`src/rtl/serial_sub_pkg.sv`:
```
// Shared types and constants for the bit-serial subtractor.
// Optional signed-overflow output is enabled with SERIAL_SUB_OVF_EN.
package serial_sub_pkg;

  localparam int SUB_WIDTH_DEF = 8;

  typedef enum logic [1:0] {
    IDLE,
    SHIFT,
    DONE
  } sub_state_t;

endpackage

```
`src/rtl/serial_subtractor_fsubtractor.sv`:
```
// Combinational one-bit full subtractor: d = a - b - bin with borrow out.
module fsubtractor (
  input  logic a,
  input  logic b,
  input  logic bin,
  output logic d_out,
  output logic b_out
);

  assign d_out = a ^ b ^ bin;
  assign b_out = (~a & b) | (~(a ^ b) & bin);

endmodule

```
`src/rtl/serial_subtractor.sv`:
```
// Bit-serial WIDTH-bit subtractor (diff = a - b), LSB first, one bit per clock.
// Define SERIAL_SUB_OVF_EN to add the registered signed-overflow output ovf_out.
module serial_subtractor
  import serial_sub_pkg::*;
#(
  parameter int WIDTH = SUB_WIDTH_DEF
) (
  input  logic             clk,
  input  logic             reset,
  input  logic             start,
  input  logic [WIDTH-1:0] a_in,
  input  logic [WIDTH-1:0] b_in,
  output logic             busy,
  output logic             done,
  output logic [WIDTH-1:0] diff_out,
  output logic             borrow_out
`ifdef SERIAL_SUB_OVF_EN
  ,
  output logic             ovf_out
`endif
);

  localparam int CW = $clog2(WIDTH + 1);
  localparam logic [CW-1:0] LAST_BIT = CW'(WIDTH - 1);

  sub_state_t       state_reg;
  logic [WIDTH-1:0] a_reg;
  logic [WIDTH-1:0] b_reg;
  logic [WIDTH-1:0] res_reg;
  logic             bor_reg;
  logic [CW-1:0]    count_reg;
  logic             d_bit;
  logic             bor_next;

`ifdef SERIAL_SUB_OVF_EN
  // Operand sign bits are shifted out of the datapath, so keep them aside.
  logic a_msb_reg;
  logic b_msb_reg;
`endif

  fsubtractor u_fsub (
    .a     (a_reg[0]),
    .b     (b_reg[0]),
    .bin   (bor_reg),
    .d_out (d_bit),
    .b_out (bor_next)
  );

  always_ff @(posedge clk) begin
    if (reset) begin
      state_reg  <= IDLE;
      busy       <= 1'b0;
      done       <= 1'b0;
      diff_out   <= '0;
      borrow_out <= 1'b0;
      a_reg      <= '0;
      b_reg      <= '0;
      res_reg    <= '0;
      bor_reg    <= 1'b0;
      count_reg  <= '0;
`ifdef SERIAL_SUB_OVF_EN
      ovf_out    <= 1'b0;
      a_msb_reg  <= 1'b0;
      b_msb_reg  <= 1'b0;
`endif
    end else begin
      done <= 1'b0;
      case (state_reg)
        IDLE: begin
          if (start) begin
            a_reg     <= a_in;
            b_reg     <= b_in;
            bor_reg   <= 1'b0;
            count_reg <= '0;
            busy      <= 1'b1;
            state_reg <= SHIFT;
`ifdef SERIAL_SUB_OVF_EN
            a_msb_reg <= a_in[WIDTH-1];
            b_msb_reg <= b_in[WIDTH-1];
`endif
          end
        end
        SHIFT: begin
          a_reg     <= a_reg >> 1;
          b_reg     <= b_reg >> 1;
          res_reg   <= {d_bit, res_reg[WIDTH-1:1]};
          bor_reg   <= bor_next;
          count_reg <= count_reg + 1'b1;
          if (count_reg == LAST_BIT) begin
            state_reg <= DONE;
          end
        end
        DONE: begin
          done       <= 1'b1;
          diff_out   <= res_reg;
          borrow_out <= bor_reg;
          busy       <= 1'b0;
          state_reg  <= IDLE;
`ifdef SERIAL_SUB_OVF_EN
          ovf_out    <= (a_msb_reg ^ b_msb_reg) & (a_msb_reg ^ res_reg[WIDTH-1]);
`endif
        end
        default: begin
          state_reg <= IDLE;
          busy      <= 1'b0;
        end
      endcase
    end
  end

endmodule

```
`config.mk`:
```
export PLATFORM = sky130hd
export DESIGN_NAME = serial_subtractor
export DESIGN_NICKNAME = d
export VERILOG_FILES = /design/src/rtl/serial_sub_pkg.sv /design/src/rtl/serial_subtractor_fsubtractor.sv /design/src/rtl/serial_subtractor.sv
export SDC_FILE = /design/constraint.sdc
export NUM_CORES = 1
export LEC_CHECK = 0
export CORE_MARGIN = 2
export CORE_UTILIZATION = 36
export DETAILED_ROUTE_END_ITERATION = 10
export PLACE_DENSITY = 0.66
export SLEW_MARGIN = 20
export SYNTH_ARGS = -nofsm -noshare
export SYNTH_HDL_FRONTEND = slang
export SYNTH_SLANG_ARGS = --single-unit
```
`constraint.sdc`:
```
create_clock -name clk -period 1.43 [get_ports clk]
set_input_delay 0.286 -clock clk [delete_from_list [all_inputs] [get_ports clk]]
set_output_delay 0.286 -clock clk [all_outputs]
set_load 0.005 [all_outputs]
```
==> impl_metrics.prom <==
# TYPE chip_impl_metric gauge
chip_impl_metric{name="synth-edff-count",unit=""} 0
chip_impl_metric{name="dpl.hpwl",unit="um"} 2470
chip_impl_info{name="clock_tree_from_tritoncts",value="done"} 1
chip_impl_metric{name="slew_viol_final",unit=""} 0
chip_impl_metric{name="cts_max_level",unit=""} 2
chip_impl_metric{name="worst_path_largest_cell_delay",unit="ns"} 0.49
chip_impl_metric{name="die_w",unit="um"} 72.3
chip_impl_metric{name="asyncSetResetFlopFracSynth",unit=""} 0
chip_impl_metric{name="maximum_number_of_pins_on_one_net_before_global_route_repair",unit=""} 28
chip_impl_metric{name="cts.sink_count",unit=""} 42
chip_impl_metric{name="ff_latch_count_synth",unit=""} 42
chip_impl_metric{name="final_layout_size_suffix_gt1_frac",unit=""} 0.128
chip_impl_metric{name="floorplan.rows",unit=""} 24
chip_impl_info{name="crit_path_top_delay_cell",value="sky130_fd_sc_hd__clkdlybuf4s50_1"} 1
chip_impl_metric{name="vias",unit=""} 1478
chip_impl_metric{name="grt_antenna_before_repair",unit=""} 0
chip_impl_info{name="cp-startpoint",value="diff_out[1]$_SDFFE_PP0P_"} 1
chip_impl_info{name="critical_path.endpoint",value="diff_out[1]"} 1
chip_impl_info{name="rr_endpoint",value="b_reg[1]$_SDFFE_PP0P_"} 1
chip_impl_metric{name="synth_area",unit="sq mm"} 0.00168
chip_impl_metric{name="finalCritPeriodShare",unit=""} 0.976
chip_impl_metric{name="hold_buffers",unit=""} 0
chip_impl_metric{name="fin_crit",unit="ns"} 1.40
chip_impl_metric{name="ys_seq_area_frac",unit=""} 0.501
chip_impl_metric{name="areaGrowthSynthToFinish",unit="%"} 31.1
chip_impl_info{name="critical_path.endpoint_type",value="output port"} 1
chip_impl_metric{name="setup-violations-final",unit=""} 0
chip_impl_metric{name="share_of_the_synthesized_area_in_compound_gates_ao_oa_aoi_oai",unit=""} 0.235
chip_impl_metric{name="groute.usage.overall",unit=""} 0.150
chip_impl_info{name="rsz0062_at_grt",value="no"} 1
chip_impl_metric{name="final_util",unit=""} 0.499
chip_impl_metric{name="max_slew_margin",unit=""} 0.735
chip_impl_metric{name="p_per_area",unit="mW/mm^2"} 1080
chip_impl_metric{name="critical_path_arrival",unit="ns"} 1.11
chip_impl_metric{name="post_synth_and_or_nand_nor_area_fraction",unit=""} 0.186
chip_impl_metric{name="path_length_in_cells_of_the_critical_path",unit=""} 1
chip_impl_metric{name="hold_viol",unit=""} 0
chip_impl_info{name="timing.setup.critical_path_class",value="flip-flop to output port"} 1
chip_impl_metric{name="synthesis.yosys.warnings",unit=""} 0
chip_impl_metric{name="r2r_worst_path_depth",unit=""} 4
chip_impl_metric{name="via_per_inst",unit=""} 5.17
chip_impl_info{name="ctsRootBufferMaster",value="sky130_fd_sc_hd__clkbuf_8"} 1
chip_impl_metric{name="top_level_ports",unit=""} 30
chip_impl_metric{name="worst-path-buf-inv",unit=""} 1
chip_impl_metric{name="first_pass_iters",unit=""} 4
chip_impl_metric{name="drt_wl_cell",unit="um"} 12.3
chip_impl_metric{name="netlist_instances",unit=""} 197
chip_impl_metric{name="worstPathMaxFanout",unit=""} 2
chip_impl_metric{name="portBuffers",unit=""} 29
chip_impl_metric{name="total_drc_errors_in_the_routed_layout",unit=""} 0
chip_impl_info{name="ys_dominant_reg_cell",value="sky130_fd_sc_hd__dfxtp_1"} 1
chip_impl_metric{name="dp.cells",unit=""} 278
chip_impl_metric{name="static-leakage-power",unit="uW"} 0.000923
chip_impl_metric{name="finish.cell_count_without_fillers",unit=""} 286
chip_impl_metric{name="peakVddDrop",unit="uV"} 433
chip_impl_metric{name="max_clock_freq",unit="MHz"} 717
chip_impl_metric{name="clkTransAtPathRegs",unit="ns"} 0.08
chip_impl_metric{name="clock-skew-final",unit="ns"} 0.00512
chip_impl_metric{name="synth_fa_ha_area_frac",unit=""} 0.0194
chip_impl_metric{name="core-area",unit="sq mm"} 0.00441
chip_impl_info{name="ordered_cell_list_for_the_critical_path",value="clkdlybuf4s50_1"} 1
chip_impl_info{name="main_combinational_cell_family_by_area_after_synthesis",value="compound AO/OA/AOI/OAI gates"} 1
chip_impl_metric{name="antenna_cells_inserted",unit=""} 0
chip_impl_metric{name="first_global_vias",unit=""} 1336
chip_impl_metric{name="global_route.overflow_total",unit=""} 0
chip_impl_metric{name="layout.nets",unit=""} 254
chip_impl_metric{name="floorplan.initialDensity",unit=""} 0.380
chip_impl_info{name="outcome",value="complete, no violations"} 1
chip_impl_info{name="kind_of_cell_adding_the_most_delay_to_the_critical_path",value="buffers and inverters"} 1
chip_impl_metric{name="tightest_slew",unit="ns"} 0.396
chip_impl_metric{name="routabilityCongestion",unit=""} 0.805
chip_impl_metric{name="postRouteWirelength",unit="um"} 3520
chip_impl_metric{name="wire_length_of_the_first_global_routing_pass",unit="um"} 6000
chip_impl_metric{name="die-area",unit="sq mm"} 0.00523
chip_impl_metric{name="detail-route-antenna-nets",unit=""} 0
chip_impl_metric{name="buffers_inserted_during_post_cts_setup_optimization",unit=""} 0
chip_impl_metric{name="xor_and_xnor_area_share_after_synthesis",unit=""} 0
chip_impl_metric{name="syn_area_per_cell",unit="sq um"} 8.52
chip_impl_metric{name="cts_made_buffers",unit=""} 5
chip_impl_metric{name="max-clock-path-buffers",unit=""} 2
chip_impl_info{name="cp-start-kind",value="flip-flop"} 1
chip_impl_metric{name="drv_cap",unit=""} 0
chip_impl_info{name="critical_path.reg2reg.startpoint",value="state_reg[1]$_SDFFE_PP0P_"} 1
chip_impl_metric{name="clock_latency_on_the_worst_skew_pair",unit="ns"} 0.29
chip_impl_metric{name="drtIter0Drc",unit=""} 57
chip_impl_metric{name="worst_setup_slack_for_register_to_register_paths",unit="ns"} 0.15
chip_impl_metric{name="yosys-mux-area-fraction",unit=""} 0
chip_impl_metric{name="synth_nets",unit=""} 218
chip_impl_metric{name="die_h",unit="um"} 72.3
chip_impl_info{name="worst_hold_path_type",value="flip-flop to flip-flop"} 1
chip_impl_metric{name="worst_ep_required_time",unit="ns"} 1.14
chip_impl_metric{name="finalPower",unit="uW"} 2380
chip_impl_metric{name="ys_types",unit=""} 31
[cell type report]
type                            instances  area, sq um
Inverter                                5         18.8
Tap cell                               52         65.1
Sequential cell                        42          845
Fill cell                             429         2210
Multi-Input combinational cell        135          749
Clock buffer                            7         86.3
Timing Repair Buffer                   44          433
Clock inverter                          1         5.00
[cell families after synthesis]
kind of cell	after synthesis
buf+inv	20
compound gates	63
flops	42
fa+ha+maj	2
simple gates	70
[how the worst min path moves through the flow]
| stage | cells after the start | end | startpoint | slack (ns) |
|---|---|---|---|---|
| finish | 2 | a_reg[6]$_SDFFE_PP0P_ | a_reg[7]$_SDFFE_PP0P_ | 0.44 |
| global route | 2 | diff_out[0]$_SDFFE_PP0P_ | diff_out[0]$_SDFFE_PP0P_ | 0.47 |
| CTS | 2 | a_reg[6]$_SDFFE_PP0P_ | a_reg[7]$_SDFFE_PP0P_ | 0.45 |
| detailed placement | 2 | a_reg[6]$_SDFFE_PP0P_ | a_reg[7]$_SDFFE_PP0P_ | 0.43 |
| global placement | 2 | b_reg[1]$_SDFFE_PP0P_ | b_reg[2]$_SDFFE_PP0P_ | 0.43 |
| floorplan | 2 | b_reg[1]$_SDFFE_PP0P_ | b_in[1] | 0.40 |
[placed cells by master (no fill, tap or decap), drive strengths merged]
cell / Yosys / layout
o21ba: 1 / 1
clkdlybuf4s50: 0 / 22
nand3: 3 / 3
o22ai: 4 / 4
nor4b: 1 / 1
o21ai: 10 / 10
clkbuf: 5 / 7
nor3b: 2 / 2
buf: 10 / 15
nor2: 15 / 15
a32oi: 3 / 3
ha: 1 / 1
nand3b: 2 / 2
dlymetal6s2s: 0 / 7
or3: 1 / 1
a22oi: 4 / 4
a211oi: 3 / 3
a21oi: 26 / 26
nor2b: 2 / 2
o2bb2ai: 7 / 7
inv: 5 / 5
clkinv: 0 / 1
nand2b: 3 / 3
nor3: 1 / 1
fa: 1 / 1
dfxtp: 42 / 42
a31oi: 2 / 2
nand2: 40 / 40
o21bai: 1 / 1
a21o: 1 / 1
a221oi: 1 / 1
[per-stage QoR]
stage,TNS [ns],hold WS (ns),cell area (sq um),setup WS (ns)
4_1_cts,0,0.447,2170,0.00398
3_3_place_gp,-1.41,0.432,2080,-0.110
6_report,0,0.443,2200,0.0344
5_1_grt,0,0.474,2200,0.00150
3_5_place_dp,-1.81,0.435,2080,-0.141
2_1_floorplan,0,0.403,1680,0.325
[timing repair]
action | CTS | global route
resized for setup | 1 | 11
setup endpoints to repair | 1 | 12
pin swaps | 0 | 0
[report_power, final]
part / switching (uW) / leakage, uW / internal, uW
Combinational: 157 / 0.000530 / 168
Sequential: 42.6 / 0.000345 / 1230
Clock: 385 / 0.0000482 / 389
Total: 584 / 0.000923 / 1790
[routing by layer]
metal  vias to the layer above  routed length [um]  GRT usage
met5                         -                   0          0
met2                        38                1590      0.228
met3                         5                 195     0.0528
met4                         0                  75     0.0692
li1                        751                   -          -
met1                       684                1660      0.190
[synth_stat cells (3+ instances only)]
| library cell | instances | area share |
|---|---|---|
| sky130_fd_sc_hd__o2bb2ai_1 | 7 | 0.037 |
| sky130_fd_sc_hd__a22oi_1 | 4 | 0.018 |
| sky130_fd_sc_hd__o22ai_1 | 4 | 0.015 |
| sky130_fd_sc_hd__buf_2 | 7 | 0.021 |
| sky130_fd_sc_hd__nand2_1 | 40 | 0.089 |
| sky130_fd_sc_hd__nor2_1 | 15 | 0.034 |
| sky130_fd_sc_hd__nand3_1 | 3 | 0.0089 |
| sky130_fd_sc_hd__nand2b_1 | 3 | 0.011 |
| sky130_fd_sc_hd__o21ai_0 | 10 | 0.030 |
| sky130_fd_sc_hd__dfxtp_1 | 42 | 0.50 |
| sky130_fd_sc_hd__a32oi_1 | 3 | 0.016 |
| sky130_fd_sc_hd__clkbuf_1 | 5 | 0.011 |
| sky130_fd_sc_hd__inv_1 | 5 | 0.011 |
| sky130_fd_sc_hd__a21oi_1 | 26 | 0.077 |
| sky130_fd_sc_hd__a211oi_1 | 3 | 0.013 |
No activity file was read; power rests on OpenSTA's default activity.
